$ cat src/rtl/frame_loader.sv
// frame_loader
//
// Packs the byte stream from the SPI slave receiver into 24-bit {R,G,B}
// pixels and writes them sequentially into the back bank of a two-bank
// framebuffer. When a transfer ends with exactly WIDTH*HEIGHT pixels, the
// banks flip. A frame that is short, misaligned or oversize is discarded.
// In that case the front bank is left alone and err pulses.
//
// Handshake: the input side has no back-pressure. A byte is consumed on
// every rising clk edge where valid is high. sot qualifies the first byte
// of a transfer and is only meaningful together with valid. eot is a level
// signal that is high between transfers. When eot and valid are high in the
// same cycle, eot takes priority and the byte is dropped. wr_en is a
// single-cycle strobe that qualifies wr_bank/wr_addr/wr_data. The
// framebuffer must accept a write on every cycle.
//
// Ports:
//   clk, rst          system clock, asynchronous active-high reset
//   data, valid       received byte and its one-cycle strobe
//   sot, eot          start-of-transfer flag, end-of-transfer level
//   wr_en, wr_bank,
//   wr_addr, wr_data  framebuffer write port (registered)
//   front             bank currently displayed
//   flip              one-cycle pulse when front toggles
//   err               one-cycle pulse when a frame is discarded
//   busy              high while the FSM is not IDLE
//   state_dbg         current FSM state (0=IDLE, 1=RECV, 2=DROP)

module frame_loader #(
  parameter int WIDTH  = 64,
  parameter int HEIGHT = 32,
  parameter int ADDR_W = 11
) (
  input  logic              clk,
  input  logic              rst,
  input  logic [7:0]        data,
  input  logic              valid,
  input  logic              sot,
  input  logic              eot,
  output logic              wr_en,
  output logic              wr_bank,
  output logic [ADDR_W-1:0] wr_addr,
  output logic [23:0]       wr_data,
  output logic              front,
  output logic              flip,
  output logic              err,
  output logic              busy,
  output logic [1:0]        state_dbg
);

  localparam int PIXELS = WIDTH * HEIGHT;
  // index carries one extra bit so that it can hold the full-frame count PIXELS.
  localparam logic [ADDR_W:0] PIX_CNT = (ADDR_W + 1)'(PIXELS);

  typedef enum logic [1:0] {
    S_IDLE = 2'd0,
    S_RECV = 2'd1,
    S_DROP = 2'd2
  } state_t;

  state_t            state_q, state_d;
  logic [1:0]        phase_q, phase_d;
  logic [ADDR_W:0]   index_q, index_d;
  logic [7:0]        r_q, r_d;
  logic [7:0]        g_q, g_d;
  logic              front_q, front_d;
  logic              wr_bank_q, wr_bank_d;
  logic              wr_en_q, wr_en_d;
  logic [ADDR_W-1:0] wr_addr_q, wr_addr_d;
  logic [23:0]       wr_data_q, wr_data_d;
  logic              flip_q, flip_d;
  logic              err_q, err_d;

  // A new transfer may start only while slave select is active, because eot wins.
  logic start;
  assign start = valid && sot && !eot;

  always_comb begin
    state_d   = state_q;
    phase_d   = phase_q;
    index_d   = index_q;
    r_d       = r_q;
    g_d       = g_q;
    front_d   = front_q;
    wr_en_d   = 1'b0;
    wr_addr_d = wr_addr_q;
    wr_data_d = wr_data_q;
    flip_d    = 1'b0;
    err_d     = 1'b0;

    unique case (state_q)
      S_IDLE: begin
        // Bytes without sot are stray and are ignored silently.
        if (start) begin
          state_d = S_RECV;
          r_d     = data;
          phase_d = 2'd1;
          index_d = '0;
        end
      end

      S_RECV: begin
        if (eot) begin
          state_d = S_IDLE;
          if (index_q == PIX_CNT && phase_q == 2'd0) begin
            front_d = ~front_q;
            flip_d  = 1'b1;
          end else begin
            err_d = 1'b1;
          end
        end else if (start) begin
          // The previous transfer never saw eot. Discard it and restart.
          err_d   = 1'b1;
          state_d = S_RECV;
          r_d     = data;
          phase_d = 2'd1;
          index_d = '0;
        end else if (valid) begin
          if (phase_q == 2'd0 && index_q == PIX_CNT) begin
            // First byte beyond a full frame: the frame is oversize.
            state_d = S_DROP;
          end else begin
            unique case (phase_q)
              2'd0: begin
                r_d     = data;
                phase_d = 2'd1;
              end
              2'd1: begin
                g_d     = data;
                phase_d = 2'd2;
              end
              default: begin
                wr_en_d   = 1'b1;
                wr_addr_d = index_q[ADDR_W-1:0];
                wr_data_d = {r_q, g_q, data};
                index_d   = index_q + 1'b1;
                phase_d   = 2'd0;
              end
            endcase
          end
        end
      end

      S_DROP: begin
        if (eot) begin
          state_d = S_IDLE;
          err_d   = 1'b1;
        end else if (start) begin
          err_d   = 1'b1;
          state_d = S_RECV;
          r_d     = data;
          phase_d = 2'd1;
          index_d = '0;
        end
      end

      default: begin
        state_d = S_IDLE;
      end
    endcase
  end

  // The write bank is always the one that is not displayed.
  // It follows front in the same cycle that front changes.
  assign wr_bank_d = ~front_d;

  always_ff @(posedge clk or posedge rst) begin
    if (rst) begin
      state_q   <= S_IDLE;
      phase_q   <= 2'd0;
      index_q   <= '0;
      r_q       <= 8'd0;
      g_q       <= 8'd0;
      front_q   <= 1'b0;
      wr_bank_q <= 1'b1;
      wr_en_q   <= 1'b0;
      wr_addr_q <= '0;
      wr_data_q <= 24'd0;
      flip_q    <= 1'b0;
      err_q     <= 1'b0;
    end else begin
      state_q   <= state_d;
      phase_q   <= phase_d;
      index_q   <= index_d;
      r_q       <= r_d;
      g_q       <= g_d;
      front_q   <= front_d;
      wr_bank_q <= wr_bank_d;
      wr_en_q   <= wr_en_d;
      wr_addr_q <= wr_addr_d;
      wr_data_q <= wr_data_d;
      flip_q    <= flip_d;
      err_q     <= err_d;
    end
  end

  assign wr_en     = wr_en_q;
  assign wr_bank   = wr_bank_q;
  assign wr_addr   = wr_addr_q;
  assign wr_data   = wr_data_q;
  assign front     = front_q;
  assign flip      = flip_q;
  assign err       = err_q;
  assign busy      = (state_q != S_IDLE);
  assign state_dbg = state_q;

endmodule

$ cat config.mk
export PLATFORM = sky130hd
export DESIGN_NAME = frame_loader
export DESIGN_NICKNAME = d
export VERILOG_FILES = /design/src/rtl/frame_loader.sv
export SDC_FILE = /design/constraint.sdc
export NUM_CORES = 1
export LEC_CHECK = 0
export CAP_MARGIN = 5
export CORE_ASPECT_RATIO = 1.1
export CORE_UTILIZATION = 40
export DETAILED_ROUTE_END_ITERATION = 8
export GPL_TIMING_DRIVEN = 0
export PLACE_DENSITY = 0.66
export RECOVER_POWER = 100
export SYNTH_ARGS = -nofsm -noshare
export SYNTH_HDL_FRONTEND = slang
export SYNTH_SLANG_ARGS = --single-unit
$ cat constraint.sdc
create_clock -name clk -period 2.5 [get_ports clk]
set_clock_uncertainty 0.2 [all_clocks]
set_input_delay 0.5 -clock clk [delete_from_list [all_inputs] [get_ports clk]]
set_output_delay 0.5 -clock clk [all_outputs]
set_load 0.02 [all_outputs]
==> qor.csv <==
stage,metric,value,unit
synth,Compound-Gate Fraction of Synth Area,8.497,%
synth,cell with the most instances after synthesis,dfrtp_1,
clocking,clk_lat worst skew,0.34,ns
timing,Max transition margin,45.90,%
detailed_routing,met2 WL post-DR,3209,µm
timing,Slew @ Worst Pin,0.8098,ns
setup_path,critical path's largest stage delay,0.65,ns
final_layout,proportion of layout cells with a drive suffix above 1,27.30,%
die,Die W,87.02,µm
detailed_routing,routed vias,2240,
worst_hold_path,WHS Path Cells,1,
setup_path,worst-path maximum fanout,8,
clocking,CTS tree,done,
synth,top_reg_cell synth,dfrtp_1,
detailed_routing,DR WL met3,379,µm
final_layout,n_diodes,0,
detailed_routing,Vias/cell,5.197,
synth,synthesized flop and latch total,72,
detailed_routing,WL/cell,15.67,µm
final_layout,Nets,340,
synth,top post-synthesis cells by count,"dfrtp_1, mux2_2, inv_1, nand2_1",
setup_path,R2R depth,6,
synth,Post-synth EDFFs,0,
placement,placer congestion estimate,0.8516,
synth,post-synthesis cell area,3181,µm²
synth,average instance area after synthesis,12.72,µm²
clocking,CTS Buf Count,9,
timing,Fin Hold WS,0.2794,ns
placement,placed cells,411,
clocking,clk sinks,72,
flow_run,MaxCap Viol Count,0,
timing,Final min period,2.439,ns
synth,Synth async-reset ratio,100.0,%
synth,Synth area leaders,"dfrtp_1, mux2_2, ha_1",
synth,simple-gate area share of the yosys netlist,9.599,%
detailed_routing,Final ANT Viol Nets,0,
synth,Mapped Cells,250,
grt,vias in the first global route,2219,
timing,"Setup violations, final",0,
power_and_ir_drop,leakage,2.009,nW
synth,mux share of post-synthesis cell area,18.76,%
power_and_ir_drop,pwr/cell area,940.2,nW/µm²
setup_path,FF-to-FF Start,state_dbg[0],
detailed_routing,routed wire length,6754,µm
setup_path,Critical Path Source,valid,
outcome,status,completed,
worst_hold_path,Worst Hold Launch,front,
grt,total track usage,17.70,%
timing,RSZ-0062 raised after global routing,false,
final_layout,Util after Layout,55.24,%
placement,hpwl dp,4454,µm
setup_path,Worst Setup Start Kind,input pin,
detailed_routing,TritonRoute pass-1 iters,6,
timing,setup TNS,0,ns
detailed_routing,drt initial violations,140,
setup_path,CP arrival,2.51,ns
die,core area,7597,µm²
detailed_routing,highest metal used,met4,
die,io pins,56,
placement,port buffer count,55,
synth,sequential fraction of the synthesis area,56.69,%
detailed_routing,Residual DRC,0,
detailed_routing,M1 WL,3074,µm
setup_path,critical path's slowest cell,clkdlybuf4s50_1,
grt,initial antenna violation count,0,
timing,Final Hold Vio Count,0,
final_layout,Area Overhead vs Synth,31.94,%
clocking,H-tree levels,3,
setup_path,Worst Setup End Kind,flop,
power_and_ir_drop,total power,3.946,mW
synth,Synth Area in Adders,2.360,%
grt,remaining global-route overflow,0,
synth,YS warnings,0,
synth,largest family of logic cells by synthesized area,multiplexers,
synth,post-synthesis cell type count,46,
synth,top-area cell type share of the netlist area,55.86,%
setup_path,"Req. time, crit path",2.57,ns
synth,post-synth net total,269,
setup_path,crit path kind,input pin to flop,
power_and_ir_drop,Max VDD drop,0.0005779,V
grt,first-pass GRT wire length,11140,µm
synth,"area leader, netlist",dfrtp_1,
setup_path,CP cell instances,"clkdlybuf4s50_1, nand3b_1, a221o_1, or4_1, o21ai_0",
clocking,CTS root buffer,clkbuf_8,
clocking,Longest Clk Path Bufs,2,
die,Die H,95.52,µm
timing,"Slew Viols, Final",0,
worst_hold_path,worst hold path type,flop to flop,
timing,Final period util,97.55,%
synth,post-synthesis xor/xnor area fraction,0.5507,%
die,# rows,33,
die,Initial Util,41.86,%
timing,fmax,410.1,MHz
clocking,Worst-path clk slew,0.08,ns
die,DIE AREA,8312,µm²
final_layout,final std cells w/o fill,431,
grt,largest net degree at the start of global routing,38,
[worst max-delay path, delay by kind of cell]
kind	cells	cell delay, ns
compound gates	2	0.59
simple gates	2	0.77
buf+inv	1	0.65
[flip-flops by register name, indices dropped and copies added (netlist names)]
name       count
front          1
wr_addr       11
phase_q        2
wr_data       24
r_q            8
g_q            8
index_q       12
err            1
wr_en          1
state_dbg      2
wr_bank        1
flip           1
[cell families after synthesis]
kind of cell	count (synthesis)
adder cells (fa/ha/maj)	6
AND/OR/NAND/NOR	51
XOR/XNOR	2
AO/OA/AOI/OAI	41
multiplexers	53
buffers and inverters	25
flip-flops	72
[metrics by stage]
step           area, µm²  setup WS [ns]
2_1_floorplan       3184        0.05983
3_3_place_gp        3866        -0.5482
3_5_place_dp        3886        -0.5692
4_1_cts             4167        0.03494
5_1_grt             4197        0.01915
6_report            4197        0.06132
[final timing paths]
check	endpoint	slack (ns)
worst max register to register	index_q[9]	0.12
worst min-delay path	wr_bank	0.28
worst max-delay path	index_q[9]	0.06
min in group asynchronous	wr_addr[0]	0.57
worst min register to register	wr_bank	0.28
max in group asynchronous	g_q[1]	0.89
[metal layers]
metal  GRT usage (%)  vias up
met5               0        -
met4           6.250        0
met3           5.628       10
met2           28.74       61
met1           22.22     1120
li1                -     1049
[where the power goes]
part / internal (mW) / total (mW) / switching (mW)
logic: 0.614 / 1.24 / 0.623
registers: 1.48 / 1.65 / 0.172
clock network: 0.593 / 1.06 / 0.463
total: 2.69 / 3.95 / 1.26
[layout make-up]
type	instances	area, µm²
repair buffers	60	606.8
fillers	651	3401
clock buffers	10	137.6
inverters	15	60.06
plain buffers	10	65.06
flip-flops and latches	72	1803
clock inverters	6	90.09
multi-input cells	153	1303
well taps	105	131.4
[cell usage in the layout, fill, tap and decap left out, types with 2 or more instances in the layout]
cell and instances:
dfrtp_1 71, clkdlybuf4s50_1 10, clkbuf_8 10, and4_1 2
nor4_1 3, nor2_1 4, nor4b_1 3, or3_1 4
mux2_2 53, o21ai_1 3, clkbuf_1 6, nor3_1 2
a21oi_1 9, nor2b_1 2, buf_6 2, buf_4 4
a31oi_1 3, nand2_1 11, a21o_1 4, o21ai_0 9
clkinvlp_4 2, bufinv_16 2, dlygate4sd3_1 43, inv_1 13
ha_1 6, o2bb2ai_1 2, nand4_1 5, nor3b_1 2
buf_12 2, nand3_1 4
[repair_timing]
action / CTS / global route
endpoints found under the hold margin: 0 / 0
hold buffers: 0 / 0
setup endpoints to repair: 52 / 53
resized for setup: 8 / 7
setup buffers: 1 / 3
pin swaps: 1 / 1
No activity file was read; power rests on OpenSTA's default activity.
